File: src/rtl/pe_dc.sv
// Decoder-stage binary conv PE: XNOR/popcount over an unpool-masked window,
// thresholded against a folded batch-norm reference, one registered bit per output pixel.
module pe_dc #(
    parameter int D        = 4,
    parameter int FH       = 3,
    parameter int FW       = 3,
    parameter int POOL_H   = 2,
    parameter int POOL_W   = 2,
    parameter int STRIDE_H = 1,
    parameter int STRIDE_W = 1,
    localparam int IH           = (POOL_H - 1) * STRIDE_H + FH,
    localparam int IW           = (POOL_W - 1) * STRIDE_W + FW,
    localparam int IN_WIDTH     = IH * IW * D,
    localparam int PINDEX_WIDTH = IH * IW,
    localparam int OUT_WIDTH    = POOL_H * POOL_W,
    localparam int KW           = FH * FW * D,
    localparam int REF_WIDTH    = $clog2(KW + 1) + 1
) (
    input  logic                        clk,
    input  logic                        rst,
    input  logic                        valid_in,
    input  logic [IN_WIDTH-1:0]         data_in,
    input  logic [KW-1:0]               weight_in,
    input  logic signed [REF_WIDTH-1:0] norm_ref,
    input  logic [PINDEX_WIDTH-1:0]     pindex,
    output logic                        valid_out,
    output logic [OUT_WIDTH-1:0]        data_out
);

    localparam logic signed [REF_WIDTH-1:0] ONE = REF_WIDTH'(1);

    // Empty (unpooled-away) positions contribute 0, otherwise +1 on XNOR match, -1 on mismatch.
    function automatic logic signed [REF_WIDTH-1:0] pixel_sum(
        input logic [IN_WIDTH-1:0]     win,
        input logic [KW-1:0]           wt,
        input logic [PINDEX_WIDTH-1:0] msk,
        input int                      pr,
        input int                      pc
    );
        logic signed [REF_WIDTH-1:0] acc;
        int r;
        int c;
        acc = '0;
        for (int fr = 0; fr < FH; fr++) begin
            for (int fc = 0; fc < FW; fc++) begin
                r = pr * STRIDE_H + fr;
                c = pc * STRIDE_W + fc;
                for (int d = 0; d < D; d++) begin
                    if (msk[r * IW + c]) begin
                        if (win[(r * IW + c) * D + d] == wt[(fr * FW + fc) * D + d])
                            acc = acc + ONE;
                        else
                            acc = acc - ONE;
                    end
                end
            end
        end
        return acc;
    endfunction

    logic [OUT_WIDTH-1:0] w_bits_p0;
    logic [OUT_WIDTH-1:0] r_data_p1;
    logic                 r_vld_p1;

    // ---- stage p0: combinational sum and threshold per output pixel ----
    always_comb begin
        w_bits_p0 = '0;
        for (int pr = 0; pr < POOL_H; pr++) begin
            for (int pc = 0; pc < POOL_W; pc++) begin
                w_bits_p0[pr * POOL_W + pc] =
                    (pixel_sum(data_in, weight_in, pindex, pr, pc) >= norm_ref);
            end
        end
    end

    // ---- stage p1: output registers ----
    always_ff @(posedge clk) begin
        if (rst) begin
            r_data_p1 <= '0;
            r_vld_p1  <= 1'b0;
        end else begin
            r_vld_p1 <= valid_in;
            if (valid_in)
                r_data_p1 <= w_bits_p0;
        end
    end

    assign valid_out = r_vld_p1;
    assign data_out  = r_data_p1;

endmodule

File: config.mk
export PLATFORM = sky130hd
export DESIGN_NAME = pe_dc
export DESIGN_NICKNAME = d
export VERILOG_FILES = /design/src/rtl/pe_dc.sv
export SDC_FILE = /design/constraint.sdc
export NUM_CORES = 1
export LEC_CHECK = 0
export ABC_AREA = 1
export ABC_CLOCK_PERIOD_IN_PS = 70900
export CAP_MARGIN = 20
export CORE_MARGIN = 3
export CORE_UTILIZATION = 25
export CTS_CLUSTER_DIAMETER = 120
export DETAILED_ROUTE_END_ITERATION = 8
export HOLD_SLACK_MARGIN = 0.1
export PLACE_DENSITY = 0.47
export SYNTH_ARGS = -nofsm -noshare
export SYNTH_HDL_FRONTEND = slang
export SYNTH_SLANG_ARGS = --single-unit
File: constraint.sdc
create_clock -name clk -period 70.9 [get_ports clk]
set_input_delay 7.09 -clock clk [delete_from_list [all_inputs] [get_ports clk]]
set_output_delay 7.09 -clock clk [all_outputs]
set_load 0.03 [all_outputs]
# Word level (Yosys, flattened, before mapping)
# Cells that the tools add are included.
[word_totals]
reg_bits = 5
in_bits = 126
out_inout_bits = 5
wordCells = 718
[op_classes]
n_addsub = 280
magnitude_cmp = 4
n_eq_ne = 144
mux = 288
[ops]
columns = ["op", "count"]
rows = [
  ["2-to-1 mux 7 bit", 288],
  ["adder 7 x 2 -> 7 bit, second input constant", 140],
  ["subtractor 7 x 2 -> 7 bit, second input constant", 140],
  ["== test 1 bit", 144],
  ["greater-or-equal comparator 7 bit", 4],
]

# Longest topological paths before layout
# Gate-level depths: netlist (run 1).
[depth]
depth_word = 109
mapped_depth = 192
depth_no_buf = 189

# Worst setup path before layout (run 1)
# OpenSTA, ideal clock, no wires.
[synth_path]
kind = "input to register"
startpoint = "input pindex[5]"
endpoint = "register r_data_p1[3], in the netlist data_out[3]"
setup_time_ns = 0.116
arrival_ns = 35.364
required_time_ns = 70.784
slack_ns = 35.420
cell_stages = 162
path_buffers = 4
cell_sequence = "buf_6 -> inv_2 -> clkbuf_1 -> clkbuf_1 -> clkbuf_1 -> nor3_1 -> ha_1 -> a21o_1 -> fa_1 -> nand2_1 -> fa_1 -> nand2_1 -> inv_1 -> ha_1 -> a21oi_1 -> nand2_1 -> nand2_1 -> inv_1 -> [... 126 more ...] -> nand2_1 -> a21oi_1 -> inv_1 -> o21ai_0 -> a21oi_1 -> or2_1 -> nand2_1 -> nand2_1 -> nand2_1 -> xnor2_1 -> inv_1 -> nand2_1 -> nand2_1 -> ha_1 -> inv_1 -> a2111oi_0 -> a211o_1 -> a21oi_1"
[synth_between]
elab_chain_len = 107
elab_cells_between_ends = 142
cone_classes = "add/sub: 70; order compare: 1; mux: 71"
[synth_rtl]
columns = ["element", "line_no", "rtl"]
rows = [
  ["start, declared", "25", "input logic [PINDEX_WIDTH-1:0] pindex,"],
  ["2-to-1 mux 7 bit", "49", "if (msk[r * IW + c]) begin"],
  ["subtractor 7 x 2 -> 7 bit / adder 7 x 2 -> 7 bit (equally long branches)", "53, 51", ""],
  ["2-to-1 mux 7 bit", "50", "if (win[(r * IW + c) * D + d] == wt[(fr * FW + fc) * D + d])"],
  ["2-to-1 mux 7 bit", "49", ""],
  ["subtractor 7 x 2 -> 7 bit / adder 7 x 2 -> 7 bit (equally long branches)", "53, 51", ""],
  ["2-to-1 mux 7 bit", "50", ""],
  ["2-to-1 mux 7 bit", "49", ""],
  ["subtractor 7 x 2 -> 7 bit / adder 7 x 2 -> 7 bit (equally long branches)", "53, 51", ""],
  ["[... 91 more ...]", "-", ""],
  ["2-to-1 mux 7 bit *", "49", ""],
  ["subtractor 7 x 2 -> 7 bit / adder 7 x 2 -> 7 bit (equally long branches)", "53, 51", ""],
  ["2-to-1 mux 7 bit", "50", ""],
  ["2-to-1 mux 7 bit *", "49", ""],
  ["subtractor 7 x 2 -> 7 bit / adder 7 x 2 -> 7 bit (equally long branches)", "53, 51", ""],
  ["2-to-1 mux 7 bit", "50", ""],
  ["2-to-1 mux 7 bit *", "49", ""],
  ["greater-or-equal comparator 7 bit *", "71", "(pixel_sum(data_in, weight_in, pindex, pr, pc) >= norm_ref);"],
  ["end signal, assigned", "84", "r_data_p1 <= w_bits_p0;"],
  ["end, declared", "62", "logic [OUT_WIDTH-1:0] r_data_p1;"],
]
# Mark *: on every way between the ends. The rest lies on a longest branch, timed or not.
# A chain may end at the register's enable or synchronous reset.

# Worst setup path in the final report (run 1)
[layout_path]
startpoint = "input pindex[1]"
endpoint = "register r_data_p1[1], in the netlist data_out[1]"
# The elaborated chain is that of the path after synthesis.

==> results.md, run 1 <==
- Total number of H-tree levels: 1
- Maximum Capacitance Violations: 0
- DRC marker count from the first detailed-route iteration: 2242
- Layout cell share with drive strength beyond 1: 7.69%
- Count of unique library cells instantiated by Yosys: 52
- Register bit count reported by yosys: 5
- End of the critical path: data_out[1]
- Syn Inst Count: 6694
- Initial antenna violation count: 6
- Number of hold-repair buffers added at the cts stage: 0
- Unrepaired setup endpoints after global routing: false
- Share of flip-flops with an asynchronous set or reset: 0%
- Clock tree from TritonCTS: yes
- Total routing resource utilization after global routing: 14.0%
- Number of buffers on the longest clock path: 2
- Starting Density: 25.3%
- Critical Path AT: 38690 ps
- Leak: 22.1 nW
- Cell Area, Synth: 0.0403 mm^2
- Startpoint Class: input pin
- Cells resized by post-CTS repair: 0
- Buffer cell driving the clock tree root: clkbuf_16
- Critical Path Start: pindex[1]
- Placed Instance Area: 0.0431 mm^2
- Count of pins over their slew limit: 0
- Worst flop-to-flop path endpoint: data_out[2]
- Dominant cell type by area after synthesis: ha_1
- Overall power: 2.36 mW
- Total negative slack for setup checks: 0 ps
- Cell with the largest stage delay on the worst path: fa_1
- Die height: 408 um
- Layout-stage area growth over the synthesis result: 7.22%
- Site Rows: 146
- Crit path max fanout: 36
- Finished Cell Area: 0.0432 mm^2
- Final number of setup-violating endpoints: 0
- Boundary Pins: 131
- Top cells by instance count after synthesis: nand2_1, a21oi_1, nor2_1
- Detailed-placement wirelength estimate: 101 mm
- Most common cell type on the critical path: ha_1
- Max IR drop VDD: 28.9 uV
- Power density over cell area: 54.5 mW/mm^2
- Overflow after GRT: 0
- CORE AREA: 0.159 mm^2
- Clk Latency, worst-skew pair: 230 ps
- Tcrit/Tclk final: 54.4%
- Vias: 41200
- Wire length of the first global-routing pass: 198 mm
- Setup slack of the most critical reg-to-reg path: 70260 ps
- Number of I/O port buffers: 130
- CTS sink count: 5
- Worst Tran Pin Value: 977 ps
- Worst setup EP type: flip-flop
- Most instantiated library cell after synthesis: nand2_1
- Number of cells on the worst reg-to-reg path: 2
- Required arrival time at the worst endpoint: 71010 ps
- Dominant synthesized flop cell: dfxtp_1
- Clock-pin slew on the worst setup and hold paths: 30 ps
- Instance count on the critical path: 160
- Setup Buffers After CTS: 0
- Vias in the first global route: 39100
- Largest clock skew in the final design: 0 ps
- TritonCTS Buffers: 3
- Syn_area_per_cell: 6.02 um^2
- Final hold violations: 0
- Category of cells accounting for the largest share of critical-path delay: adder cells
- Total routed wirelength: 121 mm
- Count of flip-flops with a built-in enable after synthesis: 0
- Max-Slew Margin vs Limit: 34.6%
- Placer congestion estimate: 0.850
- Utilization after layout: 27.1%
- Final #Nets: 7564
- Number of nets with antenna violations after routing: 0
- Outcome: complete, no violations
- Source of the worst register-to-register timing path: data_out[2]
- Critical path buffer and inverter count: 13
- Largest net degree at the start of global routing: 66
- Via/cell ratio: 4.68
- Synth top area share: 21.7%
- Die width: 408 um
- Hold WC Path Type: reg2reg
- Hold_ws: 469 ps
- Leading post-synthesis cells by cell area: ha_1, a21oi_1, nand2_1, nor2_1, inv_1
- Critical path class: in2reg
- Largest incremental delay on the critical path: 550 ps
- First-pass detailed-route iteration total: 6
- Die outline area: 0.166 mm^2
- Maximum frequency from static timing analysis: 25.9 MHz
- Part of the Yosys area used for sequential elements: 0.248%
- Crit path time final: 38590 ps
- Synth Warn #: 0
- Syn Nets: 7596
- Average wire per standard cell: 13.7 um
- Number of remaining DRC errors: 0
[layout make-up]
class                      instances  area [um^2]
antenna                            4         10.0
clock buffer                       4         78.8
fill                           18100       116000
inverter                         856         3210
multi-input combinational       5631        35600
sequential                         5          100
tap                             2146         2690
timing repair buffer             165         1530
[worst reg2reg max path: stages, from the launching register on]
cell	delay (ps)
dfxtp_1	350
nand2_1	70
a21oi_1	150
[registers in the layout, summed over array words and instances, names as in the netlist]
signal / cells
data_out: 4
valid_out: 1
[power breakdown]
| part | internal, mW | switching (mW) | total [mW] |
|---|---|---|---|
| Sequential | 0.00397 | 0.000656 | 0.00462 |
| Combinational | 0.947 | 1.39 | 2.34 |
| Clock | 0.00746 | 0.00200 | 0.00946 |
[how the worst min path moves through the flow]
| stage | start | endpoint | cells past startpoint |
|---|---|---|---|
| finish | data_out[3] | data_out[3] | 2 |
| CTS | data_out[3] | data_out[3] | 2 |
| global placement | data_out[3] | data_out[3] | 2 |
| global route | data_out[3] | data_out[3] | 2 |
| floorplan | data_out[0] | data_out[0] | 2 |
| detailed placement | data_out[3] | data_out[3] | 2 |
[cell families after synthesis]
logic type               Yosys count  share of synthesized area, %
adder cells (fa/ha/maj)          776                          25.5
AO/OA/AOI/OAI                   1238                          16.1
AND/OR/NAND/NOR                 3152                          36.6
flip-flops                         5                         0.248
multiplexers                       3                        0.0745
buffers and inverters           1058                          11.4
XOR/XNOR                         462                          10.0
[stage by stage]
| stage | worst slack, ps | std cells |
|---|---|---|
| global route | 29650 | 8809 |
| global placement | 32350 | 8803 |
| floorplan | 35420 | 6694 |
| finish | 32310 | 8811 |
| CTS | 32310 | 8807 |
| detailed placement | 32200 | 8803 |
[placed cells by master (no fill, tap or decap), drive strengths merged]
master and n:
and3 3, or2 164, nand4 64, clkinv 5, nand3 787, o21a 6, xor2 252, dfxtp 5
a221o 2, xnor2 210, a2111oi 4, o31ai 4, a21o 10, buf 44, a211oi 21, mux2i 3
nor2 866, a21oi 895, diode 4, nor3 19, o21ai 209, nand3b 10, inv 851, a21boi 4
ha 700, clkdlybuf4s50 121, fa 76, a211o 4, nand2 1239, a31o 1, a31oi 52, clkbuf 4
o21bai 26
[layer usage]
layer | routed length (um) | GRT usage (%) | vias up
met5 | 26 | 0 | -
met4 | 1860 | 2.09 | 4
met3 | 2990 | 0.721 | 77
met2 | 53600 | 23.9 | 512
met1 | 62200 | 19.9 | 18500
li1 | - | - | 22100
Power figures use the tool's default switching activity.
==> run 2, diff against run 1 <==
--- a/config.mk
+++ b/config.mk
@@ -6,14 +6,14 @@
 export NUM_CORES = 1
 export LEC_CHECK = 0
 export ABC_AREA = 1
-export ABC_CLOCK_PERIOD_IN_PS = 70900
+export ABC_CLOCK_PERIOD_IN_PS = 35400
 export CAP_MARGIN = 20
 export CORE_MARGIN = 3
 export CORE_UTILIZATION = 25
 export CTS_CLUSTER_DIAMETER = 120
 export DETAILED_ROUTE_END_ITERATION = 8
 export HOLD_SLACK_MARGIN = 0.1
-export PLACE_DENSITY = 0.47
+export PLACE_DENSITY = 0.49
 export SYNTH_ARGS = -nofsm -noshare
 export SYNTH_HDL_FRONTEND = slang
 export SYNTH_SLANG_ARGS = --single-unit
==> constraint.sdc (replaced) <==
create_clock -name clk -period 35.4 [get_ports clk]
set_input_delay 3.54 -clock clk [delete_from_list [all_inputs] [get_ports clk]]
set_output_delay 3.54 -clock clk [all_outputs]
set_load 0.03 [all_outputs]
==> run 2 against run 1 <==
Global-route usage is 0.33 points lower. Final area increased by 0.94%. Clock-buffer cell count unchanged. Largest cell class unchanged. Routed wire length fell by 2.1%. Hold slack worse by 2.1 ps. Flip-flop and latch count is the same. Non-clock buffer count is 16 higher. Sequential share of layout area is essentially flat. Via count rose by 0.43%. Final cell count rose by 0.18%. Clock skew did not move.
==> results.md, run 2 (same netlist as run 1, synthesis figures left out) <==
- Number of buffers on the longest clock path: 2
- First-pass detailed-route iteration total: 6
- Hold WC Path Type: reg2reg
- Crit path time final: 33430 ps
- DRC marker count from the first detailed-route iteration: 1954
- Instance count on the critical path: 152
- CORE AREA: 0.159 mm^2
- Final hold violations: 0
- Largest net degree at the start of global routing: 68
- Pre-CTS setup slack: 519 ps
- Critical path buffer and inverter count: 7
- Setup slack of the most critical reg-to-reg path: 34780 ps
- Vias: 41400
- Outcome: complete, no violations
- Most common library cell in the layout ignoring fill and taps: nand2_1
- Cell with the largest stage delay on the worst path: fa_1
- Layout cell share with drive strength beyond 1: 8.94%
- Clock-pin slew on the worst setup and hold paths: 30 ps
- CTS sink count: 5
- Vias in the first global route: 39500
- Die height: 408 um
- Total number of H-tree levels: 1
- Source of the worst register-to-register timing path: data_out[1]
- Wire length of the first global-routing pass: 196 mm
- TritonCTS Buffers: 3
- Worst flop-to-flop path endpoint: data_out[1]
- Total routed wirelength: 118 mm
- Category of cells accounting for the largest share of critical-path delay: adder cells
- Max-Slew Margin vs Limit: 33.9%
- Most common cell type on the critical path: ha_1
- Boundary Pins: 131
- # fillers: 18100
- Die outline area: 0.166 mm^2
- Via/cell ratio: 4.69
- Largest incremental delay on the critical path: 560 ps
- Clock tree from TritonCTS: yes
- Initial antenna violation count: 4
- Maximum Capacitance Violations: 0
- Cell count of the worst hold path: 2
- Number of nets with antenna violations after routing: 0
- Average wire per standard cell: 13.4 um
- Commonest non-fill, non-tap cells in the layout: nand2_1, a21oi_1, nor2_1
- Tcrit/Tclk final: 94.4%
- Hold_ws: 467 ps
- Crit path max fanout: 4
- Maximum frequency from static timing analysis: 29.9 MHz
- Min setup slack post-route: 1970 ps
- Hold Startpoint: data_out[3]
- Die width: 408 um
- Worst setup EP type: flip-flop
- Starting Density: 25.3%
- Buffer cell driving the clock tree root: clkbuf_16
- Count of pins over their slew limit: 0
- Required arrival time at the worst endpoint: 35560 ps
- Critical Path AT: 33590 ps
- Clk Latency, worst-skew pair: 220 ps
- Number of I/O port buffers: 130
- Final number of setup-violating endpoints: 0
- Detailed-placement wirelength estimate: 98.9 mm
- Overflow after GRT: 0
- Total routing resource utilization after global routing: 13.7%
- Layout-stage area growth over the synthesis result: 8.23%
- Site Rows: 146
- Placer congestion estimate: 0.835
- Final #Nets: 7580
- Worst Tran Pin Value: 988 ps
- Number of cells on the worst reg-to-reg path: 2
- Startpoint Class: input pin
- Critical path class: in2reg
- Number of remaining DRC errors: 0
- Flip-flop count of the largest register after layout: 4
- Hold Path End: data_out[3]
- Largest clock skew in the final design: 0 ps
run 2: changes by cell type in the layout (fill, tap and decap cells not counted), sizes merged:
cell / before / now
dlymetal6s2s: 0 / 2
clkdlybuf4s50: 121 / 114
buf: 44 / 60
clkbuf: 4 / 9
run 2: worst register-to-register path, cell delays in order, from the launching register on:
cell	delay, ps
dfxtp_1	320
nand2_1	70
a21oi_1	160
run 2: worst max-delay path by stage:
stage | start | end | slack (ps)
final | data_in[17] | data_out[2] | 1970
after global routing | data_in[17] | data_out[2] | -80
after CTS | data_in[21] | data_out[3] | 650
after detailed placement | data_in[21] | data_out[3] | 520
after global placement | data_in[21] | data_out[3] | 580
after floorplan | pindex[5] | data_out[3] | 3470
run 2: what timing repair did:
item	CTS	global route
buffers inserted	0	21
endpoints found under the setup margin	0	4
gates resized for setup	0	84
hold buffers	0	0
run 2: layout make-up:
cell class | instances | area (um^2) | area share, %
sequential | 5 | 100 | 0.229
multi-input combinational | 5631 | 35900 | 82.3
clock buffer | 4 | 78.8 | 0.181
antenna | 4 | 10.0 | 0.0229
tap | 2146 | 2690 | 6.15
inverter | 856 | 3210 | 7.37
timing repair buffer | 181 | 1630 | 3.73
run 2: layer usage:
metal | vias up | global-route usage (%) | wire, um
li1 | 22200 | - | -
met1 | 18700 | 18.6 | 58500
met2 | 414 | 24.3 | 55200
met3 | 72 | 0.728 | 2740
met4 | 2 | 2.05 | 1730
met5 | - | 0 | 13
run 2: metrics by stage:
step / area [um^2] / TNS (ps) / utilization, % / std cells
final: 43600 / 0 / 27.4 / 8827
after global routing: 43600 / -136 / 27.4 / 8824
after CTS: 43200 / 0 / 27.1 / 8802
after detailed placement: 43100 / 0 / 27.1 / 8798
after global placement: 43100 / 0 / 27.1 / 8798
after floorplan: 40300 / 0 / - / 6694
Power of run 2 is not shown: default switching activity piles up to over one toggle a cycle in this logic, so the estimate is an artifact.
==> run 3, diff against run 2 <==
--- a/config.mk
+++ b/config.mk
@@ -5,7 +5,6 @@
 export SDC_FILE = /design/constraint.sdc
 export NUM_CORES = 1
 export LEC_CHECK = 0
-export ABC_AREA = 1
 export ABC_CLOCK_PERIOD_IN_PS = 35400
 export CAP_MARGIN = 20
 export CORE_MARGIN = 3
==> run 3 against run 2 <==
Die area fell by 2.5%. Non-clock buffer count up 13. Flip-flop and latch count unchanged. Hold slack better by 42 ps. Routed wire length is 0.21% lower. First-iteration DRC count down 6.9%. Utilization grew 0.47 points.
==> results.md, run 3 <==
- Overflow after GRT: 0
- Commonest non-fill, non-tap cells in the layout: xnor2_1, ha_1, a21oi_1
- Total number of H-tree levels: 1
- First-pass detailed-route iteration total: 5
- Worst flop-to-flop path endpoint: data_out[1]
- Hold_ws: 508 ps
- Source of the worst register-to-register timing path: data_out[1]
- Number of hold-repair buffers added at the cts stage: 0
- Placer congestion estimate: 0.842
- Register bit count reported by yosys: 5
- Largest net degree at the start of global routing: 80
- Die height: 403 um
- Cell count of the worst hold path: 2
- Final hold violations: 0
- Outcome: complete, no violations
- Count of pins over their slew limit: 0
- Clock-pin slew on the worst setup and hold paths: 40 ps
- Max-Slew Margin vs Limit: 29.9%
- Area fraction in and, or, nand and nor cells after synthesis: 13.2%
- Final number of setup-violating endpoints: 0
- Dominant cell type by area after synthesis: ha_1
- Cell Area, Synth: 0.0393 mm^2
- Total routed wirelength: 118 mm
- Number of nets with antenna violations after routing: 0
- Largest incremental delay on the critical path: 640 ps
- Setup slack of the most critical reg-to-reg path: 34730 ps
- Count of flip-flops with a built-in enable after synthesis: 0
- Wire length of the first global-routing pass: 186 mm
- CTS sink count: 5
- Average wire per standard cell: 16.4 um
- Site Rows: 144
- Dominant combinational cell family by area after synthesis: XOR/XNOR gates
- Hold Startpoint: data_out[3]
- Syn Nets: 6005
- Post-synthesis share of cell area spent on full adders, half adders and majority gates: 26.2%
- Most common library cell in the layout ignoring fill and taps: xnor2_1
- Top cells by instance count after synthesis: xnor2_1, ha_1, a21oi_1
- Count of unique library cells instantiated by Yosys: 77
- Part of the Yosys area used for sequential elements: 0.255%
- XOR/XNOR Fraction of Synth Area: 30.5%
- Initial antenna violation count: 16
- Largest clock skew in the final design: 0 ps
- Maximum Capacitance Violations: 0
- Synth top area share: 22.3%
- Die width: 403 um
- Boundary Pins: 131
- Share of flip-flops with an asynchronous set or reset: 0%
- Synth Warn #: 0
- Combined flip-flop and latch cell area: 100 um^2
- Cell with the largest stage delay on the worst path: clkdlybuf4s50_1
- Most common cell type on the critical path: ha_1
- Area occupied by multi-input gates: 0.0377 mm^2
- Number of buffers on the longest clock path: 2
- Worst setup EP type: flip-flop
- Mux contribution to synthesized area: 2.02%
- Startpoint Class: input pin
- Total routing resource utilization after global routing: 14.0%
- DRC marker count from the first detailed-route iteration: 1820
- Syn Inst Count: 5103
- Required arrival time at the worst endpoint: 35560 ps
- CORE AREA: 0.155 mm^2
- Hold WC Path Type: reg2reg
- Number of remaining DRC errors: 0
- Via/cell ratio: 4.83
- Syn_area_per_cell: 7.70 um^2
- Final #Nets: 6054
- Tcrit/Tclk final: 94.7%
- Number of I/O port buffers: 130
- Maximum frequency from static timing analysis: 29.8 MHz
- TritonCTS Buffers: 3
- Detailed-placement wirelength estimate: 98.6 mm
- Critical path class: in2reg
- Crit path time final: 33540 ps
- Hold Path End: data_out[3]
- Vias in the first global route: 34300
- Layout cell share with drive strength beyond 1: 3.88%
- Worst Tran Pin Value: 1050 ps
- Most instantiated library cell after synthesis: xnor2_1
- Finished Cell Area: 0.0432 mm^2
- Starting Density: 25.3%
- # fillers: 16900
- Buffer cell driving the clock tree root: clkbuf_16
- Clk Latency, worst-skew pair: 230 ps
- Layout-stage area growth over the synthesis result: 9.99%
- Placed Instance Area: 0.0430 mm^2
- Crit path max fanout: 5
- Dominant synthesized flop cell: dfxtp_1
- Number of cells on the worst reg-to-reg path: 2
- Flip-flop count of the largest register after layout: 4
- Critical Path AT: 33700 ps
- Leading post-synthesis cells by cell area: ha_1, xnor2_1, a21o_1, a21oi_1, xor2_1
- Vias: 34800
- Total negative slack for setup checks: 0 ps
- Compound-gate portion of the synthesized area: 23.8%
- Clock tree from TritonCTS: yes
- Die outline area: 0.162 mm^2
==> run 3: cell count changes after synthesis, sizes merged, moves of 325 or more <==
cell,delta
inv,-586
xnor2,+521
nor2,-528
nand3,-720
a21o,+380
nand2,-858
a21oi,-325
==> run 3: area by class of cell <==
class	count	area share, %
Tap cell	2044	5.92
Timing Repair Buffer	194	4.02
Multi-Input combinational cell	4678	87.3
Sequential cell	5	0.232
Clock buffer	4	0.182
Inverter	270	2.34
Antenna cell	7	0.0405
==> run 3: logic make-up (layout without fill, tap and decap cells) <==
kind of cell | Yosys count | in the layout
AO/OA/AOI/OAI | 1527 | 1527
XOR/XNOR | 1171 | 1171
adder cells (fa/ha/maj) | 776 | 776
buffers and inverters | 420 | 468
flip-flops | 5 | 5
multiplexers | 76 | 76
other | 0 | 7
AND/OR/NAND/NOR | 1128 | 1128
==> run 3: per-stage QoR <==
step / instances / util (%) / setup slack (ps)
after floorplan: 5103 / - / 3300
after global placement: 7189 / 27.7 / 651
after detailed placement: 7189 / 27.7 / 513
after CTS: 7193 / 27.8 / 692
after global routing: 7195 / 27.9 / -26.5
final: 7202 / 27.9 / 1860
==> run 3: worst max-delay path: cells and delay by family <==
kind,cells,cell delay (ps)
xor+xnor,32,6490
compound gates,30,5830
mux,5,1180
buf+inv,9,1270
fa+ha+maj,36,12680
simple gates,15,2660
==> run 3: metal layers <==
layer | global-route usage [%] | vias up | part of all wire, %
li1 | - | 18100 | -
met5 | 0 | - | 0.057
met4 | 2.04 | 10 | 1.6
met2 | 24.6 | 540 | 47
met1 | 19.2 | 16100 | 47
met3 | 0.884 | 75 | 4.7
==> run 3: timing repair <==
action,CTS,global route
setup buffers,0,2
setup endpoints to repair,0,3
gates resized for setup,0,34
==> run 3: how the worst max path moves through the flow <==
| stage | startpoint | endpoint |
|---|---|---|
| floorplan | pindex[1] | data_out[1] |
| global placement | weight_in[0] | data_out[1] |
| detailed placement | weight_in[0] | data_out[1] |
| CTS | weight_in[0] | data_out[1] |
| global route | weight_in[0] | data_out[1] |
| finish | weight_in[1] | data_out[2] |
Power of run 3 is left out for the same reason.
